**src/rtl/pulse_train_pkg.sv**
```systemverilog
// Shared types and default sizes for the pulse train generator.
package pulse_train_pkg;

   localparam int unsigned WIDTH_DEF  = 8;
   localparam int unsigned CWIDTH_DEF = 4;

   typedef enum logic [1:0] {
      IDLE = 2'd0,
      HIGH = 2'd1,
      LOW  = 2'd2,
      DONE = 2'd3
   } state_t;

endpackage

```
**src/rtl/phase_counter.sv**
```systemverilog
// Load/decrement down-counter timing one phase of the pulse train.
// The last flag is registered and means "current count is 1".
module phase_counter #(
   parameter int unsigned WIDTH = 8
) (
   input  logic             clk,
   input  logic             reset,
   input  logic             load,
   input  logic [WIDTH-1:0] load_val,
   input  logic             dec,
   output logic             last
);

   logic [WIDTH-1:0] count;

   // Load takes priority over decrement; the counter saturates at zero.
   always_ff @(posedge clk) begin
      if (reset) begin
         count <= '0;
         last  <= 1'b0;
      end else if (load) begin
         count <= load_val;
         last  <= (load_val == WIDTH'(1));
      end else if (dec && (count != '0)) begin
         count <= count - WIDTH'(1);
         last  <= (count == WIDTH'(2));
      end
   end

endmodule

```
**src/rtl/pulse_train_gen.sv**
```systemverilog
// Programmable pulse train: N pulses of H cycles high separated by L-cycle gaps,
// followed by a one-cycle done strobe.
module pulse_train_gen
   import pulse_train_pkg::*;
#(
   parameter int unsigned WIDTH  = WIDTH_DEF,
   parameter int unsigned CWIDTH = CWIDTH_DEF
) (
   input  logic              clk,
   input  logic              reset,
   input  logic              start,
   input  logic [WIDTH-1:0]  high_len,
   input  logic [WIDTH-1:0]  low_len,
   input  logic [CWIDTH-1:0] num_pulses,
   input  logic              abort,
   output logic              out,
   output logic              busy,
   output logic              done
);

   state_t            state, state_next;
   logic [WIDTH-1:0]  high_q, low_q;
   logic [CWIDTH-1:0] pulses_left;

   logic              ph_load, ph_dec, ph_last;
   logic [WIDTH-1:0]  ph_val;
   logic              pc_load, pc_dec;

   // One counter times both phases; it is reloaded at every phase change.
   phase_counter #(.WIDTH(WIDTH)) u_phase (
      .clk      (clk),
      .reset    (reset),
      .load     (ph_load),
      .load_val (ph_val),
      .dec      (ph_dec),
      .last     (ph_last)
   );

   // Next-state and datapath control.
   always_comb begin
      state_next = state;
      ph_load    = 1'b0;
      ph_val     = high_q;
      ph_dec     = 1'b0;
      pc_load    = 1'b0;
      pc_dec     = 1'b0;
      unique case (state)
         IDLE: begin
            if (start) begin
               pc_load = 1'b1;
               if ((high_len == WIDTH'(0)) || (num_pulses == CWIDTH'(0))) begin
                  state_next = DONE;
               end else begin
                  state_next = HIGH;
                  ph_load    = 1'b1;
                  ph_val     = high_len;
               end
            end
         end
         HIGH: begin
            if (abort) begin
               state_next = IDLE;
            end else if (ph_last) begin
               pc_dec = 1'b1;
               if (pulses_left == CWIDTH'(1)) begin
                  state_next = DONE;
               end else begin
                  state_next = LOW;
                  ph_load    = 1'b1;
                  ph_val     = low_q;
               end
            end else begin
               ph_dec = 1'b1;
            end
         end
         LOW: begin
            if (abort) begin
               state_next = IDLE;
            end else if (ph_last) begin
               state_next = HIGH;
               ph_load    = 1'b1;
               ph_val     = high_q;
            end else begin
               ph_dec = 1'b1;
            end
         end
         DONE: begin
            state_next = IDLE;
         end
         default: begin
            state_next = IDLE;
         end
      endcase
   end

   // State register and registered outputs decoded from the next state.
   always_ff @(posedge clk) begin
      if (reset) begin
         state <= IDLE;
         out   <= 1'b0;
         busy  <= 1'b0;
         done  <= 1'b0;
      end else begin
         state <= state_next;
         out   <= (state_next == HIGH);
         busy  <= (state_next != IDLE);
         done  <= (state_next == DONE);
      end
   end

   // Train parameters latched at an accepted start; a zero gap runs as one cycle.
   always_ff @(posedge clk) begin
      if (reset) begin
         high_q      <= '0;
         low_q       <= '0;
         pulses_left <= '0;
      end else if (pc_load) begin
         high_q      <= high_len;
         low_q       <= (low_len == WIDTH'(0)) ? WIDTH'(1) : low_len;
         pulses_left <= num_pulses;
      end else if (pc_dec && (pulses_left != '0)) begin
         pulses_left <= pulses_left - CWIDTH'(1);
      end
   end

endmodule

```
**config.mk**
```make
export PLATFORM = sky130hd
export DESIGN_NAME = pulse_train_gen
export DESIGN_NICKNAME = d
export VERILOG_FILES = /design/src/rtl/pulse_train_pkg.sv /design/src/rtl/phase_counter.sv /design/src/rtl/pulse_train_gen.sv
export SDC_FILE = /design/constraint.sdc
export NUM_CORES = 1
export LEC_CHECK = 0
export CORE_MARGIN = 1
export CORE_UTILIZATION = 54
export DETAILED_ROUTE_END_ITERATION = 12
export PLACE_DENSITY = 0.9
export SYNTH_ARGS = -nofsm -noshare
export SYNTH_HDL_FRONTEND = slang
export SYNTH_SLANG_ARGS = --single-unit
```
**constraint.sdc**
```tcl
create_clock -name clk -period 3.3 [get_ports clk]
set_clock_uncertainty 0.15 [all_clocks]
set_input_delay 0.66 -clock clk [delete_from_list [all_inputs] [get_ports clk]]
set_output_delay 0.66 -clock clk [all_outputs]
set_load 0.02 [all_outputs]
```
**Yosys cells after proc, flatten, opt, wreduce, memory -nomap -nowiden**

Index checks and enable logic that the tools add are counted.
Widths: inputs -> output; s select.

- Flip-flop bits (word level): 34

- Mux-type cells: 35
- Eq/ne operators: 8
- Add/sub/neg operators: 2
- Reductions and logical operators: 13

Operators by type and width:

| cell | number |
|---|---|
| $mux 8 | 8 |
| $logic_not 8->1 | 2 |
| $mux 1 | 16 |
| $pmux 8 s2 | 1 |
| $mux 2 | 6 |
| $eq 8x1->1 const B | 1 |
| $eq 8x2->1 const B | 1 |
| $mux 4 | 2 |
| $pmux 2 s4 | 1 |
| $reduce_bool 8->1 | 1 |
| $sub 8x1->8 const B | 1 |
| $eq 2x2->1 const B | 3 |
| $reduce_bool 2->1 | 3 |
| $eq 2x1->1 const B | 2 |
| $eq 4x1->1 const B | 1 |
| $logic_not 4->1 | 1 |
| $reduce_bool 4->1 | 1 |
| $sub 4x1->4 const B | 1 |
| $pmux 1 s3 | 1 |
| $logic_and 1x1->1 | 2 |
| $logic_not 2->1 | 1 |
| $reduce_or 2->1 | 1 |
| $logic_or 1x1->1 | 1 |

**Longest topological paths before layout**

- Depth after elaboration: 7
- Gate-level depth with buffers: 10
- Mapped depth without buffers: 8

**Modules after synthesis**

Synthesis repeated with hierarchy kept, for this count alone.

- Cell total of the unflattened synthesis: 231
- Area, all modules: 1895.6 um^2

By module, submodules not included:

| module | area an instance (um^2) | cells each | times used |
|---|---|---|---|
| pulse_train_gen | 1325.0 | 162 | 1 |
| phase_counter | 570.5 | 69 | 1 |

**Worst setup path before layout**

OpenSTA, ideal clock, no wires.

- Kind: input to register
- From: in num_pulses[0]
- To: reg u_phase.last
- Slack: 759 ps
- Stages on the path: 7
- Library setup time: 96 ps
- Arrival: 2296 ps
- Data required time: 3054 ps
- Path buffers: 1
- Cell sequence: or4_4 > and2_4 > buf_6 > a221o_1 > nor2_1 > nand4_1 > o41ai_2

- Longest elaborated chain between the ends: 7
- Elaborated cells between the ends (all ways): 11
- Those cells by class: 1 x eq/ne; 7 x mux; 3 x reduce/logical

Ends and longest elaborated chain:

| what | RTL line | source |
|---|---|---|
| start: declaration | pulse_train_gen.sv:14 | `input logic [CWIDTH-1:0] num_pulses,` |
| $logic_not 4->1 * | pulse_train_gen.sv:51 | `if ((high_len == WIDTH'(0)) \|\| (num_pulses == CWIDTH'(0))) begin` |
| $logic_or 1x1->1 * | pulse_train_gen.sv:51 |  |
| $mux 8 | pulse_train_gen.sv:51 |  |
| $mux 8 | pulse_train_gen.sv:49 | `if (start) begin` |
| $pmux 8 s2 | pulse_train_gen.sv:47 | `unique case (state)` |
| $eq 8x1->1 | phase_counter.sv:23 | `last <= (load_val == WIDTH'(1));` |
| $mux 1 | phase_counter.sv:21 | `end else if (load) begin` |
| end signal: assignment | phase_counter.sv:23 |  |
| end signal: assignment | phase_counter.sv:26 | `last <= (count == WIDTH'(2));` |
| end: declaration | phase_counter.sv:11 | `output logic last` |

Every way passes the cells marked *; elsewhere a longest branch is shown, timed or not.
A chain may end at the register's enable or synchronous reset.

**Worst setup path after layout**

Ends and elaborated chain as after synthesis.

==> run metrics <==
status=finished clean; Net Count, Synth=roughly 270; Worst EP arrival=~2800 ps; RSZ-0062 raised after global routing=no; post-synth top area cell=dfxtp_1; CP endpoint kind=flop; crit share post-route=between 80% and 90%; Hold Fails Final Rpt=0; Die Area=3770 sq um; first-pass GRT wire length=7380 um; # IOs=27; GR Util All Layers=26.7%; Yosys reg bits=34; reg-to-reg endpoint=u_phase.last; Rows=21; Final setup viols=0; hold slack final=317 ps; critical path's largest stage delay=570 ps; Reg2Reg Setup Slack=700 ps; R2R cell count=9; Slew @ Worst Pin=499 ps; WL per Instance=between 10 and 15 um; CTS Root Buffer Type=clkbuf_4; worst path cell trace=clkdlybuf4s50_1, or4_4, and2_4, a22o_1, a31oi_1, nand4_1, o41ai_2; drt drc=0; Port Buf Inserts=26; largest net degree at the start of global routing=24; Slowest cell on crit path=or4_4; syn avg cell area=between 7 and 8 sq um; Mapped Cells=241; Area contributors post-synth=dfxtp_1 36%, nand2_1 8.7%, a21oi_1 6.3%; Post-synth EDFFs=0; most frequent cells after synthesis=44 x nand2_1, 34 x dfxtp_1, 24 x a21oi_1; initial antenna violation count=0; cts repair resizes=0; Final HPWL DP=~3500 um; Clock transition at path regs=roughly 110 ps; CTS buffer count=5; Synth cell types=45; Initial Util=between 50% and 60%; post-route ant nets=0; nets=303; gpl congestion=slightly above 0.9; die height=slightly above 60 um; FMAX=about 370 MHz; static leakage=0.859 nW; post-route insts no fill=317; Worst setup SP type=input pin; placed cells=about 300; number of global-route vias before repair=1655; via count=1809; Die Width=61.4 um; pwr dens=559 nW/um^2; Yosys Warn Count=0; Syn Std Cell Area=approximately 1900 sq um; critical path class=in -> reg; worst hold path endpoint=low_q[5]; Main synth FF type=dfxtp_1; CP required=3400 ps; clk buf depth=2; Util after Layout=69.2%; vias per cell=5.71; ANT cells=0; H-tree Lvls=2; Total Neg Setup Slack=0 ps; slew margin rel.=between 60% and 70%; MaxCap Viol Count=0; WL final=approximately 4600 um; pins over their slew limit=0; r2r startpoint=state[0]; total power=~1.3 mW; Hold Crit Class=reg -> reg; gr ovfl total=0; peak supply drop=about 0.27 mV; ys async rst share=0%; top-count cell post-synth=nand2_1; CTS tree=built; Post-CTS Hold Fix Bufs=0; hold path startpoint=low_q[5]; worst-path fanout max=7; Worst-Skew Late Latency=340 ps; clock sink count=34; Yosys top cell area share=35.7%; register area share after synthesis=35.7%; crit path time final=2690 ps; post-CTS setup buffers=0; core area=between 3000 and 4000 sq um; area grow syn2layout=22.1%; layout cells sized above 1=7.75%; iteration-0 DRC count of the detailed router=59; Pre-Repair DR Iteration Count=4; Worst Hold Path Cells=2
[cells by family (layout without fill, tap and decap cells)]
group | Yosys count | after routing | synth area share (%)
buf+inv | 23 | 53 | 5.06
flops | 34 | 34 | 35.7
simple gates | 103 | 103 | 26.5
xor+xnor | 9 | 9 | 4.14
compound gates | 63 | 63 | 22.7
fa+ha+maj | 9 | 9 | 5.91
[metrics by stage]
stage	area, sq um	setup WS [ps]
after floorplan	1910	759
after global placement	2240	322
after detailed placement	2240	256
after CTS	2330	614
after global routing	2330	533
final	2330	606
[power breakdown]
group          switching [mW]  total, mW  internal (mW)
Sequential             0.0554      0.529          0.474
Clock                   0.148      0.306          0.159
Combinational           0.253      0.464          0.211
[placed cells by master, fill, tap and decap left out, types with 3 or more instances in the layout]
| master | instances |
|---|---|
| a22o_1 | 3 |
| and3_1 | 4 |
| inv_1 | 10 |
| nor2_1 | 20 |
| buf_4 | 8 |
| o21ai_0 | 4 |
| dfxtp_1 | 34 |
| nand3_1 | 3 |
| o211ai_1 | 4 |
| clkdlybuf4s50_1 | 26 |
| xnor2_1 | 7 |
| nand3b_1 | 3 |
| clkbuf_4 | 5 |
| ha_1 | 9 |
| nand2_1 | 44 |
| and2_1 | 3 |
| a31oi_1 | 4 |
| a21oi_1 | 24 |
| a211oi_1 | 11 |
| nor3_1 | 7 |
[per-layer routing]
| layer | up-vias | global-route usage, % | share of wire (%) |
|---|---|---|---|
| met1 | 829 | 35.2 | 46 |
| met2 | 51 | 44.1 | 48 |
| met3 | 7 | 5.25 | 4.4 |
| li1 | 922 | - | - |
| met5 | - | 0 | 0 |
| met4 | 0 | 8.89 | 1.6 |
[flip-flops by register name, summed over array words and instances (netlist names)]
register / count
u_phase.count: 8
busy: 1
low_q: 8
high_q: 8
out: 1
state: 2
done: 1
pulses_left: 4
u_phase.last: 1
[worst max path at each step]
| stage | from | endpoint | slack [ps] | depth (start not counted) |
|---|---|---|---|---|
| 2_1_floorplan | num_pulses[0] | u_phase.last | 760 | 7 |
| 3_3_place_gp | num_pulses[0] | u_phase.last | 320 | 7 |
| 3_5_place_dp | num_pulses[0] | u_phase.last | 260 | 7 |
| 4_1_cts | num_pulses[0] | u_phase.last | 610 | 7 |
| 5_1_grt | high_len[6] | u_phase.last | 530 | 7 |
| 6_report | num_pulses[0] | u_phase.last | 610 | 7 |
[worst max-delay path: cells and delay by family]
family | cells | cell delay, ps
AND/OR/NAND/NOR | 3 | 930
AO/OA/AOI/OAI | 3 | 790
buffers and inverters | 1 | 420
[cell type report]
class                           count  area (sq um)
Sequential cell                    34           681
Fill cell                         304          1040
Clock inverter                      3          45.0
Clock buffer                        5          37.5
Inverter                           10          37.5
Multi-Input combinational cell    184          1130
Timing Repair Buffer               35           340
Tap cell                           46          57.6
(Power assumes the default switching activity.)
